[config.mk]
export PLATFORM = sky130hd
export DESIGN_NAME = scan_timer_arbiter
export DESIGN_NICKNAME = d
export VERILOG_FILES = /design/src/rtl/scan_timer_arbiter_pkg.sv /design/src/rtl/scan_timer_arb_select.sv /design/src/rtl/scan_timer_arbiter.sv
export SDC_FILE = /design/constraint.sdc
export NUM_CORES = 1
export LEC_CHECK = 0
export CAP_MARGIN = 20
export CORE_MARGIN = 3
export CORE_UTILIZATION = 40
export DETAILED_ROUTE_END_ITERATION = 16
export GPL_ROUTABILITY_DRIVEN = 0
export PLACE_DENSITY = 0.78
export SETUP_SLACK_MARGIN = 0.15
export SKIP_CTS_REPAIR_TIMING = 1
export SLEW_MARGIN = 20
export SYNTH_ARGS = -nofsm -noshare
export SYNTH_HDL_FRONTEND = slang
export SYNTH_HIERARCHICAL = 1
export SYNTH_SLANG_ARGS = --single-unit
[constraint.sdc]
create_clock -name clk -period 1.9 [get_ports clk]
set_input_delay 0.38 -clock clk [delete_from_list [all_inputs] [get_ports clk]]
set_output_delay 0.38 -clock clk [all_outputs]
set_load 0.02 [all_outputs]
[src/rtl/scan_timer_arbiter_pkg.sv]
// -----------------------------------------------------------------------------
// scan_timer_arbiter_pkg
// Shared definitions for the scan clock timer arbiter:
//   - ARB_* arbiter state encodings and ARB_STATE_WIDTH (debug readback width)
//   - NUM_REQ requester count (0 = scan executor, 1 = RTI/test sequencer)
//   - TIMER_SCAN_* states of the scan clock timer this arbiter fronts
//   - onehot_idx(): index of a one-hot requester vector
// -----------------------------------------------------------------------------
package scan_timer_arbiter_pkg;

  localparam int ARB_STATE_WIDTH = 2;
  localparam int NUM_REQ         = 2;

  typedef enum logic [ARB_STATE_WIDTH-1:0] {
    ARB_IDLE    = 2'd0,
    ARB_START   = 2'd1,
    ARB_WAIT    = 2'd2,
    ARB_RELEASE = 2'd3
  } arb_state_t;

  typedef enum logic [1:0] {
    TIMER_SCAN_IDLE  = 2'd0,
    TIMER_SCAN_COUNT = 2'd1,
    TIMER_SCAN_DONE  = 2'd2
  } timer_scan_state_t;

  // With two requesters a one-hot vector's index is simply its upper bit.
  function automatic logic onehot_idx(input logic [NUM_REQ-1:0] onehot);
    return onehot[1];
  endfunction

endpackage

[src/rtl/scan_timer_arb_select.sv]
// -----------------------------------------------------------------------------
// scan_timer_arb_select
// Combinational winner selection between the two timer requesters.
//   req     in   pending requests, one bit per requester
//   pointer in   requester that wins when both requests are high
//   winner  out  one-hot winner, all zero when nothing is requested
// -----------------------------------------------------------------------------
module scan_timer_arb_select
  import scan_timer_arbiter_pkg::*;
(
  input  logic [NUM_REQ-1:0] req,
  input  logic               pointer,
  output logic [NUM_REQ-1:0] winner
);

  always_comb begin
    winner = '0;
    if (req[0] && req[1]) begin
      winner[pointer] = 1'b1;
    end else if (req[0]) begin
      winner[0] = 1'b1;
    end else if (req[1]) begin
      winner[1] = 1'b1;
    end
  end

endmodule

[src/rtl/scan_timer_arbiter.sv]
// -----------------------------------------------------------------------------
// scan_timer_arbiter
// Shares one scan clock timer between the scan executor (requester 0) and the
// RTI/test sequencer (requester 1). A requester holds req high, the arbiter
// grants the timer, loads its delay byte, pulses timer_start, waits for
// timer_done, acks the owner and releases once the owner drops req.
//
// Ports
//   clk          in   system clock, rising edge
//   reset_n      in   asynchronous active-low reset
//   reset        in   synchronous active-high reset, same effect as reset_n
//   abort        in   synchronous abort of the current wait
//   req[1:0]     in   level wait requests (4-phase handshake)
//   delay0/1     in   delay byte per requester (hi nibble mult, lo nibble exp)
//   ack[1:0]     out  one-cycle done pulse to the owner
//   grant[1:0]   out  one-hot timer owner, zero when free
//   timer_delay  out  delay byte presented to the timer
//   timer_start  out  one-cycle timer start pulse
//   timer_done   in   one-cycle done pulse from the timer
//   timer_reset  out  synchronous reset to the timer
//   arb_state    out  current arbiter state for debug readback
//
// Configuration
//   SCAN_TIMER_RR_EN  defined: round-robin tie break; undefined: requester 0
//                     always wins a tie and no pointer register exists.
// -----------------------------------------------------------------------------
module scan_timer_arbiter
  import scan_timer_arbiter_pkg::*;
(
  input  logic                       clk,
  input  logic                       reset_n,
  input  logic                       reset,
  input  logic                       abort,
  input  logic [NUM_REQ-1:0]         req,
  input  logic [7:0]                 delay0,
  input  logic [7:0]                 delay1,
  output logic [NUM_REQ-1:0]         ack,
  output logic [NUM_REQ-1:0]         grant,
  output logic [7:0]                 timer_delay,
  output logic                       timer_start,
  input  logic                       timer_done,
  output logic                       timer_reset,
  output logic [ARB_STATE_WIDTH-1:0] arb_state
);

  arb_state_t         state_q;
  arb_state_t         state_d;
  logic [NUM_REQ-1:0] grant_d;
  logic [NUM_REQ-1:0] ack_d;
  logic [7:0]         delay_d;
  logic               start_d;
  logic [NUM_REQ-1:0] winner;
  logic               pointer;
  logic               abort_hit;
  logic               grant_event;

  // Abort only matters while the timer is owned; in ARB_IDLE it is a no-op.
  assign abort_hit   = abort && (state_q != ARB_IDLE);
  assign grant_event = (state_q == ARB_IDLE) && (|req);

  scan_timer_arb_select u_select (
    .req     (req),
    .pointer (pointer),
    .winner  (winner)
  );

`ifdef SCAN_TIMER_RR_EN
  // The pointer names the requester that wins the next tie, i.e. the one that
  // did not own the timer last. Its reset value 0 lets requester 0 win first.
  logic pointer_q;

  always_ff @(posedge clk or negedge reset_n) begin
    if (!reset_n) begin
      pointer_q <= 1'b0;
    end else if (reset) begin
      pointer_q <= 1'b0;
    end else if (grant_event) begin
      pointer_q <= ~onehot_idx(winner);
    end
  end

  assign pointer = pointer_q;
`else
  assign pointer = 1'b0;
`endif

  // NOTE: every signal gets a default before the case so that no path leaves
  // one unassigned, which would otherwise infer a latch.
  always_comb begin
    state_d = state_q;
    grant_d = grant;
    delay_d = timer_delay;
    start_d = 1'b0;
    ack_d   = '0;
    if (abort_hit) begin
      // Abort beats a coincident timer_done: no ack, timer is released.
      state_d = ARB_IDLE;
      grant_d = '0;
    end else begin
      case (state_q)
        ARB_IDLE: begin
          if (grant_event) begin
            grant_d = winner;
            delay_d = onehot_idx(winner) ? delay1 : delay0;
            state_d = ARB_START;
          end
        end
        ARB_START: begin
          // Registered, so the pulse appears one cycle after ARB_START is
          // entered: two cycles after the request reached ARB_IDLE.
          start_d = 1'b1;
          state_d = ARB_WAIT;
        end
        ARB_WAIT: begin
          if (timer_done) begin
            ack_d   = grant;
            state_d = ARB_RELEASE;
          end
        end
        ARB_RELEASE: begin
          if (!(|(req & grant))) begin
            grant_d = '0;
            state_d = ARB_IDLE;
          end
        end
        default: state_d = ARB_IDLE;
      endcase
    end
  end

  // NOTE: state uses non-blocking assignments so every flop samples the
  // pre-edge values regardless of statement order.
  always_ff @(posedge clk or negedge reset_n) begin
    if (!reset_n) begin
      state_q     <= ARB_IDLE;
      grant       <= '0;
      ack         <= '0;
      timer_delay <= 8'h00;
      timer_start <= 1'b0;
    end else if (reset) begin
      state_q     <= ARB_IDLE;
      grant       <= '0;
      ack         <= '0;
      timer_delay <= 8'h00;
      timer_start <= 1'b0;
    end else begin
      state_q     <= state_d;
      grant       <= grant_d;
      ack         <= ack_d;
      timer_delay <= delay_d;
      timer_start <= start_d;
    end
  end

  // The timer shares reset_n, so it only needs an explicit reset for the
  // synchronous reset and for an abort of a running wait.
  assign timer_reset = reset_n && (reset || abort_hit);
  assign arb_state   = state_q;

endmodule
Yosys cells after proc, flatten, opt, wreduce, memory -nomap -nowiden

Cells that the tools add are included.

Bits in latches: 0
Bits in writable memories: 0
Bits in registers: 15
Input bits: 23
Memories kept: 0
Memory bits (read-only): 0
Output and inout port bits: 16

Bitwise logic cells: 1
Magnitude comparators: 0
Mux-type cells: 26
Shift operators: 0
Equal/unequal tests: 7
Multiply operators: 0
Divide/modulo/power cells: 0
Reduce and logical (&&, ||, !) cells: 15
Add/sub/neg operators: 0

Operators with widths:

| cell                                                                   | count |
|---|---|
| 8-bit two-way mux                                                      | 5 |
| 2-bit two-way mux                                                      | 13 |
| 4-bit != test (second input constant)                                  | 3 |
| 3-bit AND reduction                                                    | 3 |
| 2-bit one-hot mux with 4 select lines                                  | 1 |
| 1-bit two-way mux                                                      | 6 |
| 2-bit nonzero test                                                     | 3 |
| 2-bit equality test (second input constant)                            | 2 |
| 1-bit logical AND                                                      | 4 |
| 2-bit one-hot mux with 2 select lines                                  | 1 |
| 4-bit nonzero test                                                     | 1 |
| 2-bit OR reduction                                                     | 2 |
| 2-bit AND                                                              | 1 |
| 2-bit by 1-bit equality test with 1-bit output (second input constant) | 1 |
| 2-bit logical NOT                                                      | 1 |
| 2-bit != test (second input constant)                                  | 1 |
| 1-bit logical OR                                                       | 1 |

Longest topological paths before layout

Word-level depth: 8
Mapped depth: 6
Depth with buffers taken out: 5

Modules after synthesis

Netlist, hierarchy kept.

Modules (own cells, without submodules):

| module                | times used | area each (um2) | cells an instance |
|---|---|---|---|
| scan_timer_arbiter    | 1          | 817.0           | 77 |
| scan_timer_arb_select | 1          | 18.8            | 3 |

Worst setup path before layout

OpenSTA, ideal clock, no wires.

Path kind: flip-flop to output port
Start: register state_q[0], in the netlist arb_state[0]
End: output port timer_reset
Cell stages (with the launch flop): 7
Data arrival time: 1597 ps
Path slack: -77 ps
Data required time: 1520 ps
Path buffers: 1
Cell sequence: dfrtp_1 -> inv_1 -> ha_1 -> nand2b_1 -> buf_2 -> and2_1 -> nor2b_1

Longest elaborated chain between the ends: 4

RTL lines:

| what                   | line                      | text |
|---|---|---|
| from (decl)            | scan_timer_arbiter.sv:46  | `arb_state_t state_q;` |
| from (signal assigned) | scan_timer_arbiter.sv:147 | `state_q <= state_d;` |
| 2-bit nonzero test     | scan_timer_arbiter.sv:58  | `assign abort_hit = abort && (state_q != ARB_IDLE);` |
| 1-bit logical AND      | scan_timer_arbiter.sv:58  |  |
| 1-bit logical OR       | scan_timer_arbiter.sv:157 | `assign timer_reset = reset_n && (reset \|\| abort_hit);` |
| 1-bit logical AND      | scan_timer_arbiter.sv:157 |  |
| to (decl)              | scan_timer_arbiter.sv:42  | `output logic timer_reset,` |

No other way between the ends.

Final worst setup path

Start: register state_q[1], in the netlist arb_state[1]
End: output port timer_reset

The elaborated chain is that of the path after synthesis.

==> impl_results.md <==
- WL final: around 2.1 mm
- Worst reg2reg path depth: 5
- Synth Flop Type: dfrtp_1
- RSZ-0062 raised after global routing: true
- Pwr per Cell Area: between 1000 and 1500 nW/um^2
- CTS Root Cell: clkbuf_4
- Post-synthesis sequential area ratio: 0.449
- Pre-Repair DR Iteration Count: 5
- Die area: 2670 um^2
- Initial core utilization: 0.454
- Total CTS buffers: 3
- First-pass GRT wire length: ~3.5 mm
- # IOs: 39
- WS Path Type: reg2out
- Most frequent cells in the layout: clkdlybuf4s50_1, buf_4, dfrtp_1, mux2i_1, nor2_1
- Worst path cell trace: inv_2 > ha_2 > nand2b_4 > and2_4 > nor2b_4 > buf_6
- Wire per inst: about 13 um
- Synth Register Bits: 15
- Count of antenna-violating nets left after detailed routing: 0
- Netlist cell types: 25
- PortBufs: 38
- Worst-path clk slew: 0.09 ns
- Critical path required time: around 1.5 ns
- Fmax: ~570 MHz
- Vias in the first global route: between 800 and 900
- Placed Instance Area: 1350 um^2
- CP max FO: 2
- Final Skew: roughly 0.0012 ns
- Final worst-path cycle share: 0.926
- DIE HEIGHT: roughly 52 um
- Maxcap violations: 0
- Fin crit period: approximately 1.8 ns
- CTS H-tree lvls: 1
- Worst min path class: in2async
- Leakage power total: 0.703 nW
- Worst Path Arrival: 1.38 ns
- # setup viols final: 0
- Detail-routed via count per cell: 5.10
- Initial DRC Count: 10
- Syn Std Cell Area: about 840 um^2
- Ant. Diodes: 0
- Share of layout cells above drive strength 1: 0.209
- Hold Fails Final Rpt: 0
- Clock Path Buffers: 2
- Gr usage total: 0.173
- # rows: 15
- Nets: 163
- Dpl ws: -0.331 ns
- Grt total ovfl: 0
- Ys Warns: 6
- Core area: between 1500 and 2000 um^2
- Initial antenna violation count: 0
- Setup_tns: 0 ns
- Asr flop ratio synth: 1.00
- Via count: slightly above 800
- Die W: 51.7 um
- Average size of a mapped cell: about 10 um^2
- Buffers & Inverters on Critical Path: 2
- Top delay family on crit path: simple AND/OR/NAND/NOR gates
- CTS tree: done
- Clk sink count: 15
- Max incr delay on CP: between 0.3 and 0.4 ns
- Peak VDD IR: between 0.8 and 0.9 mV
- Post-DP HPWL: between 1.5 and 2 mm
- Synthesis-to-layout area growth: 67.8%
- Largest net degree at the start of global routing: 17
- Crit start category: register
- Post-synth EDFFs: 0
- Final slew viol count: 0
- Outcome: finished clean
- CP Capture Type: primary output
- Critical path depth: 6
- Clk Latency, worst-skew pair: between 0.2 and 0.3 ns
- Post-synthesis cell count: 80
- Final WS setup: 0.141 ns
- Critical path's slowest cell: dfrtp_2
- Commonest non-fill, non-tap cell in the layout: clkdlybuf4s50_1
- Final instance area: between 1000 and 1500 um^2
- DRC Markers: 0
per-stage QoR:
step | instances | hold slack, ns | util | power, W
final | 159 | 0.418 | 0.763 | 0.00177
after global routing | 159 | 0.420 | 0.763 | 0.00191
after CTS | 159 | 0.420 | 0.750 | 0.00177
after detailed placement | 155 | 0.557 | 0.735 | 0.00159
after global placement | 155 | 0.553 | 0.735 | 0.00156
after floorplan | 81 | 0.0844 | - | 0.00109
per-layer routing:
layer  global-route usage  routed length (um)
met3               0.0315                 134
met1                0.217                 834
met4               0.0655                  36
met2                0.292                1090
met5                    0                   0
sequential cells by signal, summed over array words and instances (netlist names):
register	flops
arb_state	2
timer_start	1
timer_delay	8
grant	2
ack	2
final cells by class:
class,count,area [um^2]
Tap cell,25,31.3
Sequential cell,15,378
Clock buffer,3,22.5
Timing Repair Buffer,53,504
Clock inverter,1,5.00
Fill cell,144,437
Multi-Input combinational cell,57,443
Inverter,5,18.8
cells by family (layout without fill, tap and decap cells):
family | count (synthesis) | after routing | share of synthesized area
and+or+nand+nor | 22 | 22 | 0.133
adders and majority gates | 5 | 5 | 0.0749
AOI/OAI and AO/OA | 18 | 18 | 0.169
other | 1 | 2 | 0.00449
muxes | 10 | 10 | 0.120
DFF | 15 | 15 | 0.449
buffers and inverters | 9 | 62 | 0.0494
synthesized netlist by cell type, drive strengths merged (2+ instances only):
| cell type | instances | area share |
|---|---|---|
| nor2 | 9 | 0.040 |
| buf | 3 | 0.021 |
| ha | 5 | 0.075 |
| nand3 | 7 | 0.042 |
| inv | 4 | 0.018 |
| dfrtp | 15 | 0.45 |
| mux2i | 10 | 0.12 |
| a21boi | 2 | 0.018 |
| o22ai | 2 | 0.015 |
| and4 | 2 | 0.021 |
| a211oi | 8 | 0.072 |
where the power goes:
group | switching, W | leakage [nW] | internal, W
combinational | 0.000535 | 0.487 | 0.000552
clock | 0.000105 | 0.0177 | 0.0000784
sequential | 0.0000659 | 0.197 | 0.000436
total | 0.000706 | 0.703 | 0.00107
worst paths after layout:
kind | from | slack [ns] | end
setup reg to reg | arb_state[1] | 0.34 | arb_state[0]
max in group asynchronous | reset_n | 1.30 | arb_state[0]
hold reg to reg | timer_delay[2] | 0.57 | timer_delay[2]
min in group clk | timer_delay[2] | 0.57 | timer_delay[2]
setup / recovery | arb_state[1] | 0.14 | timer_reset
hold / removal | reset_n | 0.42 | ack[0]
(Power assumes the default switching activity.)
